==> config.mk <==
export PLATFORM = sky130hd
export DESIGN_NAME = emmc_ddr_dat_sequencer
export DESIGN_NICKNAME = d
export VERILOG_FILES = /design/src/rtl/emmc_ddr_dat_sequencer.sv
export SDC_FILE = /design/constraint.sdc
export NUM_CORES = 1
export LEC_CHECK = 0
export ABC_AREA = 1
export CELL_PAD_IN_SITES_DETAIL_PLACEMENT = 1
export CELL_PAD_IN_SITES_GLOBAL_PLACEMENT = 1
export CORE_UTILIZATION = 45
export CTS_CLUSTER_SIZE = 8
export DETAILED_ROUTE_END_ITERATION = 10
export PLACE_DENSITY = 0.83
export SETUP_SLACK_MARGIN = 0.4
export SYNTH_ARGS = -nofsm -noshare
export SYNTH_HDL_FRONTEND = slang
export SYNTH_SLANG_ARGS = --single-unit
==> constraint.sdc <==
create_clock -name Clk -period 8.95 [get_ports Clk]
set_input_delay 1.79 -clock Clk [delete_from_list [all_inputs] [get_ports Clk]]
set_output_delay 1.79 -clock Clk [all_outputs]
set_load 0.03 [all_outputs]
==> src/rtl/emmc_ddr_dat_sequencer.sv <==
// eMMC DAT-line DDR sequencer: frames one data block (start bit, data, per-line CRC16s,
// end bit) to or from the card, including the write CRC-status token and busy phase.
module emmc_ddr_dat_sequencer #(
  parameter int W           = 4,
  parameter int BLOCK_BYTES = 512,
  parameter int TOUT_W      = 24
) (
  input  logic              Clk,
  input  logic              Reset,
  input  logic              wr_start,
  input  logic              rd_start,
  input  logic              abort,
  input  logic [TOUT_W-1:0] rd_tout,
  input  logic [TOUT_W-1:0] busy_tout,
  output logic              seq_busy,
  output logic              done,
  output logic [2:0]        status,
  input  logic [2*W-1:0]    tx_data,
  input  logic              tx_valid,
  output logic              tx_ready,
  output logic [2*W-1:0]    rx_data,
  output logic              rx_valid,
  output logic [W-1:0]      dat_wr_pos,
  output logic [W-1:0]      dat_wr_neg,
  output logic              dat_oe,
  input  logic [W-1:0]      dat_rd_pos,
  input  logic [W-1:0]      dat_rd_neg
);

  localparam int DCYC = BLOCK_BYTES * 8 / (2 * W);
  localparam int BW   = (DCYC > 16) ? $clog2(DCYC) : 4;

  localparam logic [BW-1:0]     DATA_LAST = BW'(DCYC - 1);
  localparam logic [BW-1:0]     CRC_LAST  = BW'(15);
  localparam logic [BW-1:0]     BIT_ONE   = BW'(1);
  localparam logic [TOUT_W-1:0] TOUT_ONE  = TOUT_W'(1);
  localparam logic [TOUT_W:0]   TOUT_ONEX = (TOUT_W + 1)'(1);

  localparam logic [3:0] IDLE    = 4'd0;
  localparam logic [3:0] W_START = 4'd1;
  localparam logic [3:0] W_DATA  = 4'd2;
  localparam logic [3:0] W_CRC   = 4'd3;
  localparam logic [3:0] W_END   = 4'd4;
  localparam logic [3:0] W_TOK   = 4'd5;
  localparam logic [3:0] W_BUSY  = 4'd6;
  localparam logic [3:0] R_WAIT  = 4'd7;
  localparam logic [3:0] R_DATA  = 4'd8;
  localparam logic [3:0] R_CRC   = 4'd9;
  localparam logic [3:0] R_END   = 4'd10;

  localparam logic [2:0] ST_OK       = 3'd0;
  localparam logic [2:0] ST_CRC_ERR  = 3'd1;
  localparam logic [2:0] ST_END_ERR  = 3'd2;
  localparam logic [2:0] ST_TIMEOUT  = 3'd3;
  localparam logic [2:0] ST_CRC_NAK  = 3'd4;
  localparam logic [2:0] ST_UNDERRUN = 3'd5;
  localparam logic [2:0] ST_ABORTED  = 3'd6;

  logic [3:0]        state, stateNxt;
  logic [BW-1:0]     bitCnt;
  logic [TOUT_W-1:0] toutCnt, toutLimit;
  logic              toutHit;
  logic [2:0]        tokCnt, tokBits;
  logic [15:0]       crcPos [W];
  logic [15:0]       crcNeg [W];
  logic [3:0]        crcIdx;
  logic              crcErr, crcMiss;
  logic              finish, startAcc;
  logic [2:0]        finStatus;

  function automatic logic [15:0] crcStep(input logic [15:0] c, input logic b);
    return {c[14:0], 1'b0} ^ ((c[15] ^ b) ? 16'h1021 : 16'h0000);
  endfunction

  assign crcIdx    = 4'd15 - bitCnt[3:0];
  assign toutLimit = (state == R_WAIT) ? rd_tout : busy_tout;
  assign toutHit   = ({1'b0, toutCnt} + TOUT_ONEX) >= {1'b0, toutLimit};
  assign startAcc  = (state == IDLE) && (stateNxt != IDLE);
  assign seq_busy  = (state != IDLE);
  assign tx_ready  = (state == W_DATA) && tx_valid && !abort;

  // NOTE: every variable an always_comb writes gets a default first, so no path can infer a latch.
  always_comb begin
    stateNxt  = state;
    finish    = 1'b0;
    finStatus = ST_OK;
    if (state != IDLE && abort) begin
      finish    = 1'b1;
      finStatus = ST_ABORTED;
    end else begin
      case (state)
        IDLE: begin
          if (!abort && wr_start)      stateNxt = W_START;
          else if (!abort && rd_start) stateNxt = R_WAIT;
        end
        W_START: stateNxt = W_DATA;
        W_DATA: begin
          if (!tx_valid) begin
            finish    = 1'b1;
            finStatus = ST_UNDERRUN;
          end else if (bitCnt == DATA_LAST) begin
            stateNxt = W_CRC;
          end
        end
        W_CRC:  if (bitCnt == CRC_LAST) stateNxt = W_END;
        W_END:  stateNxt = W_TOK;
        W_TOK: begin
          // tokCnt == 4 marks the end-bit slot; the three token bits are already in tokBits
          if (tokCnt == 3'd4) begin
            if (tokBits == 3'b010) stateNxt = W_BUSY;
            else begin
              finish    = 1'b1;
              finStatus = ST_CRC_NAK;
            end
          end else if (toutHit) begin
            finish    = 1'b1;
            finStatus = ST_TIMEOUT;
          end
        end
        W_BUSY: begin
          if (dat_rd_pos[0]) begin
            finish = 1'b1;
          end else if (toutHit) begin
            finish    = 1'b1;
            finStatus = ST_TIMEOUT;
          end
        end
        R_WAIT: begin
          if (dat_rd_pos == '0) stateNxt = R_DATA;
          else if (toutHit) begin
            finish    = 1'b1;
            finStatus = ST_TIMEOUT;
          end
        end
        R_DATA: if (bitCnt == DATA_LAST) stateNxt = R_CRC;
        R_CRC:  if (bitCnt == CRC_LAST) stateNxt = R_END;
        R_END: begin
          finish    = 1'b1;
          finStatus = (dat_rd_pos != '1) ? ST_END_ERR : (crcErr ? ST_CRC_ERR : ST_OK);
        end
        default: stateNxt = IDLE;
      endcase
    end
    if (finish) stateNxt = IDLE;
  end

  // NOTE: sequential state uses non-blocking assignments so every register samples pre-edge values.
  always_ff @(posedge Clk or negedge Reset) begin
    if (!Reset) begin
      state    <= IDLE;
      bitCnt   <= '0;
      toutCnt  <= '0;
      tokCnt   <= '0;
      tokBits  <= '0;
      done     <= 1'b0;
      status   <= ST_OK;
      rx_valid <= 1'b0;
      rx_data  <= '0;
    end else begin
      state <= stateNxt;
      done  <= finish;
      if (finish)        status <= finStatus;
      else if (startAcc) status <= ST_OK;

      if (stateNxt != state) bitCnt <= '0;
      else                   bitCnt <= bitCnt + BIT_ONE;

      // the busy budget spans token and busy phases, so W_TOK -> W_BUSY keeps counting
      if (stateNxt != state && !(state == W_TOK && stateNxt == W_BUSY)) toutCnt <= '0;
      else if (toutCnt != '1)                                           toutCnt <= toutCnt + TOUT_ONE;

      if (state != W_TOK) begin
        tokCnt <= '0;
      end else if (tokCnt == 3'd0) begin
        if (!dat_rd_pos[0]) tokCnt <= 3'd1;
      end else if (tokCnt != 3'd4) begin
        tokBits <= {tokBits[1:0], dat_rd_pos[0]};
        tokCnt  <= tokCnt + 3'd1;
      end

      rx_valid <= (state == R_DATA) && (stateNxt != IDLE);
      if (state == R_DATA) rx_data <= {dat_rd_pos, dat_rd_neg};
    end
  end

  // NOTE: the CRC register array is reset like any other state; it is small and must never start as X.
  always_ff @(posedge Clk or negedge Reset) begin
    if (!Reset) begin
      for (int j = 0; j < W; j++) begin
        crcPos[j] <= '0;
        crcNeg[j] <= '0;
      end
      crcErr <= 1'b0;
    end else if (startAcc) begin
      for (int j = 0; j < W; j++) begin
        crcPos[j] <= '0;
        crcNeg[j] <= '0;
      end
      crcErr <= 1'b0;
    end else if (state == W_DATA && tx_valid) begin
      for (int j = 0; j < W; j++) begin
        crcPos[j] <= crcStep(crcPos[j], tx_data[W+j]);
        crcNeg[j] <= crcStep(crcNeg[j], tx_data[j]);
      end
    end else if (state == R_DATA) begin
      for (int j = 0; j < W; j++) begin
        crcPos[j] <= crcStep(crcPos[j], dat_rd_pos[j]);
        crcNeg[j] <= crcStep(crcNeg[j], dat_rd_neg[j]);
      end
    end else if (state == R_CRC && crcMiss) begin
      crcErr <= 1'b1;
    end
  end

  always_comb begin
    crcMiss = 1'b0;
    for (int j = 0; j < W; j++) begin
      if (dat_rd_pos[j] != crcPos[j][crcIdx] || dat_rd_neg[j] != crcNeg[j][crcIdx]) crcMiss = 1'b1;
    end
  end

  // pin drive is decoded from state so reset and abort release the bus without an extra register stage
  always_comb begin
    dat_oe     = 1'b0;
    dat_wr_pos = '1;
    dat_wr_neg = '1;
    case (state)
      W_START: begin
        dat_oe     = 1'b1;
        dat_wr_pos = '0;
        dat_wr_neg = '0;
      end
      W_DATA: begin
        dat_oe     = 1'b1;
        dat_wr_pos = tx_data[2*W-1:W];
        dat_wr_neg = tx_data[W-1:0];
      end
      W_CRC: begin
        dat_oe = 1'b1;
        for (int j = 0; j < W; j++) begin
          dat_wr_pos[j] = crcPos[j][crcIdx];
          dat_wr_neg[j] = crcNeg[j][crcIdx];
        end
      end
      W_END:   dat_oe = 1'b1;
      default: dat_oe = 1'b0;
    endcase
  end

endmodule

# Word level (Yosys, flattened, before mapping)
# Index checks and enable logic that the tools add are counted.
# classes
n_addsub	5
reduce_logical	31
magnitude_cmp	2
eq_ne	31
n_bitwise	34
n_mux	90
# ops
operator	count
64-bit two-way mux	6
16-bit by 13-bit bitwise XOR with 16-bit output	16
13-bit two-way mux	16
24-bit two-way mux	3
4-bit two-way mux	12
4-bit one-hot mux with 10 select lines	1
3-bit two-way mux	12
1-bit binary-select mux with 4-bit select	8
24-bit by 1-bit adder with 25-bit output (second input constant)	1
25-bit by 24-bit >= comparator with 1-bit output	1
1-bit two-way mux	25
24-bit by 1-bit adder with 24-bit output (second input constant)	1
24-bit inequality test (second input constant)	1
4-bit one-hot mux with 3 select lines	2
4-bit by 3-bit == test with 1-bit output (second input constant)	5
1-bit bitwise XOR	16
3-bit one-hot mux with 5 select lines	1
4-bit == test (second input constant)	3
1-bit logical AND	10
9-bit by 1-bit adder with 9-bit output (second input constant)	1
9-bit by 4-bit == test with 1-bit output (second input constant)	1
9-bit == test (second input constant)	1
9-bit two-way mux	1
4-bit by 2-bit == test with 1-bit output (second input constant)	2
other kinds (26)	47
# word_totals
elab_cells	211
inputBits	70
register_bits	185

# Depth between registers and ports, before layout
# Gate-level depths: netlist of run 1.
# logic_depth
depth_word	14
depth_mapped	31
ltp_nobuf	30

# Least setup slack after synthesis of run 1
# No wires, ideal clock.
# synth_path
kind	input-to-output
startpoint	input tx_valid
endpoint	output tx_ready
t_arrival_ps	2551
required_time_ps	7160
slack_ps	4609
cell_stages	3
path_cell_list	nand3_2 clkbuf_1 nor2_1
# synth_via
elab_chain_len	2
# synth_lines
element	line	text
start: declaration	19	input logic tx_valid,
1-bit logical AND (2 in series)	80	assign tx_ready = (state == W_DATA) && tx_valid && !abort;
end: declaration	20	output logic tx_ready,
# Every way passes these cells.

# Worst setup path after layout of run 1
# layout_path
startpoint	register bitCnt[0]
endpoint	output dat_wr_neg[0]
# layout_via
elab_chain_len	4
# layout_lines
element	line	text
start: declaration	60	logic [BW-1:0] bitCnt;
start signal: assignment	166	else bitCnt <= bitCnt + BIT_ONE;
4-bit subtractor	75	assign crcIdx = 4'd15 - bitCnt[3:0];
1-bit binary-select mux with 4-bit select	242	dat_wr_neg[j] = crcNeg[j][crcIdx];
1-bit two-way mux (not written as such)	242	
4-bit one-hot mux with 3 select lines	227	case (state)
end: declaration	24	output logic [W-1:0] dat_wr_neg,
# Every way passes these cells. The select of a mux whose other input is x is not followed.

==> metrics, run 1 <==
status finished, final reports clean; flops & latches, synth 185; final worst slack 3.50 ns; Slew HR 21.9%; Ports 94; Reg power frac 32.4%; clk_skew 0.0117 ns; vias in the first global route 9760; Clock Sink Count 185; Min-Delay Path Class flip-flop to flip-flop; syn_nets 1353; post-CTS resize count 0; antenna fix cells 0; pins over their slew limit 0; Cell variety after synth 42; Layout area overhead 16.6%; top cell types by occurrence after synthesis 212 x inv_1, 185 x dfrtp_1, 144 x nand2_1, 130 x o22ai_1, 98 x o21ai_0; buffer count from post-CTS setup fixing 0; gr usage total 26.9%; share of layout cells above drive strength 1 7.86%; Crit Path Class flip-flop to output pin; HPWL Detailed 20.3 mm; most common cell in the synthesized netlist inv_1; Max-cap violations 0; fin crit share 60.9%; clock power share 20.6%; gr ovfl total 0; DR WL/cell 18.9 um; worst endpoint data arrival time 3.66 ns; largest net degree at the start of global routing 112; DP Worst Slack 3.58 ns; Syn Area/Cell 8.27 sq um; CTS buffer count 17; Clock transition at path regs 0.07 ns; Hold Vio Cnt, Final 0; Routability Congestion 0.848; WP data required 7.16 ns; die area 23700 sq um; final-layout fill cell count 2687; maximum root-to-sink buffer count 2; die width 154 um; DRT Wirelength 30.4 mm; Hold-fix buffers, CTS 0; antenna violation net count after detailed routing 0; ys flop type dfrtp_1; CP Capture Point dat_wr_neg[0]; drt first pass iters 5; Starting Density 45.8%; Post-synth EDFFs 0; Yosys warning count 0; first-pass GRT wire length 49.9 mm; net switching power 1.72 mW; Final setup violation count 0; Via-to-Cell Ratio 5.66; Worst-Skew Late Latency 0.45 ns; peak supply drop 419 uV; reg2reg path depth 27; largest cells by area after synthesis dfrtp_1 45%, o22ai_1 7.8%, inv_1 7.7%, nand2_1 5.2%, o21ai_0 4.7%; initial DRC count 559; drt drc 0; cell taking the most area after synthesis dfrtp_1; r2r setup slk 3.98 ns; Reg area 4630 sq um; H-Tree Depth 4; multi-input logic area 4660 sq um; Cells after Synth 1254; Async SR Flop Fraction 100%; vias 9108; slew at the pin closest to its max-slew limit 1.17 ns; Worst setup startpoint bitCnt[0]$_DFF_PN0_; leakage 5.52 nW; # port buffers 93; Power, Total 3.77 mW; minimum clock period 5.45 ns; WHS 0.488 ns; CTS tree done; Core ar. 22600 sq um; site row count 55; Final TNS setup 0 ns; reg2reg start toutCnt[0]$_DFFE_PN0P_; Syn Std Cell Area 10400 sq um; cell at the root of the clock tree clkbuf_16; RSZ-0062 raised after global routing no; Nets 1409; Critical Path End Type output pin; register area share after synthesis 44.6%; part of the power in combinational logic 47.0%; internal power 2.05 mW; chip height 154 um; Sw Ratio 45.5%; worst r2r dst toutCnt[0]$_DFFE_PN0P_; Yosys top cell area share 44.6%; Power Density 312 nW/um^2; initial antenna violation count 0; crit path launch type flip-flop; CP max FO 33; Non-Filler Instances 1608; Max Clk Rate 0.183 GHz; Cells after DPL 1576
-- cells by family (layout without fill, tap and decap cells) --
| family | after synthesis | count (layout) | share of synthesized area, % |
|---|---|---|---|
| AOI/OAI and AO/OA | 346 | 346 | 19.4 |
| xor gates and xnor gates | 56 | 56 | 4.73 |
| adders and majority gates | 29 | 29 | 3.50 |
| and+or+nand+nor | 324 | 324 | 14.4 |
| DFF | 185 | 185 | 44.6 |
| muxes | 28 | 28 | 2.75 |
| buffers and inverters | 286 | 355 | 10.6 |
-- critical path, stage by stage (launching register included) --
cell             delay [ns]
dfrtp_2                0.40
inv_1                  0.73
buf_4                  0.47
a21oi_1                0.10
o21ai_0                0.09
nand3_1                0.12
nand3_1                0.11
nand3_1                0.20
a21oi_1                0.26
o21ai_0                0.13
clkdlybuf4s50_1        0.61
-- layer usage --
| layer | share of wire [%] | global-route usage, % | vias up |
|---|---|---|---|
| li1 | - | - | 4285 |
| met1 | 43 | 33.6 | 4578 |
| met2 | 50 | 46.4 | 185 |
| met3 | 3.3 | 3.80 | 60 |
| met4 | 3.4 | 12.1 | 0 |
| met5 | 0 | 0 | - |
-- power groups by stage --
stage               clock network (mW)  logic [mW]  registers [mW]
detailed placement                   0        1.74            1.23
global placement                     0        1.69            1.21
finish                           0.777        1.77            1.22
CTS                              0.786        1.77            1.22
floorplan                            0        1.22            1.25
global route                     0.817        1.94            1.25
-- final cells by class --
class,count,share of cell area (%)
clock buffer,17,3.52
multi-input combinational,783,38.5
timing repair buffer,101,8.23
sequential,185,38.3
tap,285,2.95
inverter,222,6.90
clock inverter,15,1.57
-- layout by cell type (no fill, tap or decap), types with 5 or more instances in the layout --
master / count
o22ai_1: 130
buf_4: 8
nor2_2: 5
xor2_1: 48
xnor2_1: 8
inv_1: 211
o21ai_0: 98
nor3_1: 13
inv_2: 8
mux2i_1: 24
dfrtp_1: 184
nand2_2: 5
nand3_1: 45
nor2_4: 5
clkbuf_16: 17
a21oi_2: 21
nand2_1: 144
nor2_1: 76
ha_1: 29
nand4_1: 17
clkdlybuf4s50_1: 92
a21oi_1: 85
-- through the flow --
stage / util [%] / cell area (sq um)
floorplan: - / 10400
global placement: 50.7 / 11500
detailed placement: 50.7 / 11500
CTS: 53.4 / 12100
global route: 53.4 / 12100
finish: 53.4 / 12100
-- how the worst min path moves through the flow --
stage	from	end	slack, ns	cells after the start
after floorplan	tokBits[0]$_DFFE_PN0P_	tokBits[0]$_DFFE_PN0P_	0.45	2
after global placement	rx_data[4]$_DFFE_PN0P_	rx_data[4]$_DFFE_PN0P_	0.47	2
after detailed placement	rx_data[4]$_DFFE_PN0P_	rx_data[4]$_DFFE_PN0P_	0.47	2
after CTS	rx_data[4]$_DFFE_PN0P_	rx_data[4]$_DFFE_PN0P_	0.49	2
after global routing	tokBits[1]$_DFFE_PN0P_	tokBits[1]$_DFFE_PN0P_	0.52	2
final	tokBits[2]$_DFFE_PN0P_	tokBits[2]$_DFFE_PN0P_	0.49	2
-- flip-flops by register name, summed over array words and instances, names as in the netlist, 4 cells and up --
signal / cells
crcPos: 64
toutCnt: 24
bitCnt: 9
rx_data: 8
state: 4
crcNeg: 64
No activity file was read; power rests on OpenSTA's default activity.
==> run 2: changes to the inputs <==
--- a/config.mk
+++ b/config.mk
@@ -8,10 +8,10 @@
 export ABC_AREA = 1
 export CELL_PAD_IN_SITES_DETAIL_PLACEMENT = 1
 export CELL_PAD_IN_SITES_GLOBAL_PLACEMENT = 1
-export CORE_UTILIZATION = 45
+export CORE_UTILIZATION = 40
 export CTS_CLUSTER_SIZE = 8
 export DETAILED_ROUTE_END_ITERATION = 10
-export PLACE_DENSITY = 0.83
+export PLACE_DENSITY = 0.78
 export SETUP_SLACK_MARGIN = 0.4
 export SYNTH_ARGS = -nofsm -noshare
 export SYNTH_HDL_FRONTEND = slang
==> constraint.sdc (replaced) <==
create_clock -name Clk -period 4.4 [get_ports Clk]
set_input_delay 0.88 -clock Clk [delete_from_list [all_inputs] [get_ports Clk]]
set_output_delay 0.88 -clock Clk [all_outputs]
set_load 0.03 [all_outputs]
==> metrics, run 2 (same netlist as run 1, synthesis figures left out) <==
worst endpoint data arrival time 4.64 ns (was 3.66 ns); pins over their slew limit 0 (unchanged); maximum root-to-sink buffer count 2 (unchanged); minimum clock period 4.30 ns; commonest non-fill, non-tap cell in the layout inv_1 (unchanged); Max-cap violations 0 (unchanged); peak supply drop 337 uV (was 419 uV); RSZ-0062 raised after global routing yes (was no); share of layout cells above drive strength 1 15.4% (was 7.86%); vias 9453 (was 9108); Layout area overhead 26.2% (was 16.6%); fin crit share 97.7%; Nets 1469 (was 1409); Min-Delay Path Class flip-flop to flip-flop (unchanged); CP max FO 8 (was 33); part of the power in combinational logic 50.7% (was 47.0%); WHS 0.495 ns (was 0.488 ns); internal power 4.64 mW (was 2.05 mW); Largest regs crcNeg x64, crcPos x64, toutCnt x24 (unchanged); crit path launch type flip-flop (unchanged); slew at the pin closest to its max-slew limit 1.04 ns (was 1.17 ns); Sw Ratio 44.7% (was 45.5%); CP dominant cell by count nor2_4 (was nand3_1); CTS buffer count 17 (unchanged); gr ovfl total 0 (unchanged); CTS tree done (unchanged); Power Density 641 nW/um^2 (was 312 nW/um^2); Clock transition at path regs 0.08 ns (was 0.07 ns); Reg power frac 29.7% (was 32.4%); # port buffers 93 (unchanged); r2r setup slk 0.10 ns (was 3.98 ns); Max Clk Rate 0.233 GHz; initial DRC count 588 (was 559); commonest cells after routing, fill and taps aside 210 x inv_1, 184 x dfrtp_1, 135 x nand2_1 (was 211 x inv_1, 184 x dfrtp_1, 144 x nand2_1); Via-to-Cell Ratio 5.52 (was 5.66); final-layout fill cell count 2929 (was 2687); drt first pass iters 8 (was 5); WP data required 4.74 ns (was 7.16 ns); clk_skew 0.0164 ns (was 0.0117 ns); Hold Vio Cnt, Final 0 (unchanged); status finished, final reports clean (unchanged); H-Tree Depth 4 (unchanged); die area 26600 sq um (was 23700 sq um); max incr delay on CP 0.41 ns (was 0.73 ns); vias in the first global route 9738 (was 9760); gr usage total 24.5% (was 26.9%); slowest stage cell on the critical path dfrtp_1 (was inv_1); Core ar. 25300 sq um (was 22600 sq um); first-pass GRT wire length 51.3 mm (was 49.9 mm); DRT Wirelength 34.8 mm (was 30.4 mm); Slew HR 31.0% (was 21.9%); Starting Density 40.9% (was 45.8%); largest net degree at the start of global routing 125 (was 112); Crit Path Class flip-flop to flip-flop (was flip-flop to output pin); chip height 163 um (was 154 um); net switching power 3.75 mW (was 1.72 mW); Clock Sink Count 185 (unchanged); HPWL Detailed 21.0 mm (was 20.3 mm); antenna fix cells 0 (unchanged); DR WL/cell 20.3 um (was 18.9 um); Final TNS setup 0 ns (unchanged); clock power share 19.6% (was 20.6%); antenna violation net count after detailed routing 0 (unchanged); initial antenna violation count 0 (unchanged); drt drc 0 (unchanged); site row count 58 (was 55); Routability Congestion 0.856 (was 0.848); Final setup violation count 0 (unchanged); Critical Path End Type flip-flop (was output pin); leakage 5.99 nW (was 5.52 nW); die width 163 um (was 154 um); Ports 94 (unchanged); Worst-Skew Late Latency 0.44 ns (was 0.45 ns); cell at the root of the clock tree clkbuf_16 (unchanged)
## run 2: power by group through the flow
stage               sequential (mW)  combinational (mW)  clock (mW)
finish                         2.49                4.26        1.65
global route                   2.55                4.61        1.72
CTS                            2.48                3.89        1.65
detailed placement             2.51                3.65           0
global placement               2.48                3.57           0
floorplan                      2.54                2.49           0
## run 2: path summary, 6_finish.rpt
| check | startpoint | endpoint | depth (start not counted) |
|---|---|---|---|
| setup / recovery | toutCnt[0]$_DFFE_PN0P_ | toutCnt[7]$_DFFE_PN0P_ | 28 |
| hold / removal | rx_data[6]$_DFFE_PN0P_ | rx_data[6]$_DFFE_PN0P_ | 2 |
| setup reg to reg | toutCnt[0]$_DFFE_PN0P_ | toutCnt[7]$_DFFE_PN0P_ | 28 |
| hold reg to reg | rx_data[6]$_DFFE_PN0P_ | rx_data[6]$_DFFE_PN0P_ | 2 |
| max in group asynchronous | Reset | bitCnt[0]$_DFF_PN0_ | 2 |
| min in group asynchronous | Reset | crcPos[40]$_DFFE_PN0P_ | 1 |
## run 2: per-stage QoR
stage	cells	worst slack, ns	area (sq um)	utilization, %	power [mW]
6_report	1712	0.100	13100	51.7	8.39
5_1_grt	1712	-0.101	13100	51.7	8.88
4_1_cts	1696	0.417	12700	50.2	8.02
3_5_place_dp	1630	-0.0869	11700	46.1	6.17
3_3_place_gp	1630	0.194	11700	46.1	6.06
2_1_floorplan	1254	0.802	10400	-	5.03
## run 2: layout make-up
cell class	count	area [sq um]	share of cell area, %
Multi-Input combinational cell	784	5000	38.2
Timing Repair Buffer	160	1590	12.2
Inverter	222	837	6.39
Clock buffer	18	439	3.35
Tap cell	330	413	3.15
Sequential cell	185	4630	35.4
Clock inverter	13	180	1.38
## run 2: layer usage
metal | GRT usage, % | vias to the layer above | part of all wire [%]
met5 | 0 | - | 0
met4 | 7.35 | 0 | 3.1
met3 | 3.66 | 68 | 4.2
met2 | 42.2 | 260 | 50
met1 | 31.7 | 4721 | 43
li1 | - | 4404 | -
## run 2: what timing repair did
item | 4_1_cts | 5_1_grt
setup endpoints to repair | 36 | 35
hold buffers | 0 | 0
pin swaps | 22 | 33
gates cloned | 2 | 3
hold endpoints to repair | 0 | 0
setup buffers | 33 | 13
resized for setup | 28 | 49
## run 2: worst max-delay path: cells and delay by family (launching register included)
family                     cells  cell delay [ns]
buffers and inverters          3             0.41
xor gates and xnor gates       1             0.23
and+or+nand+nor               21             2.42
adders and majority gates      1             0.28
AOI/OAI and AO/OA              2             0.44
DFF                            1             0.41
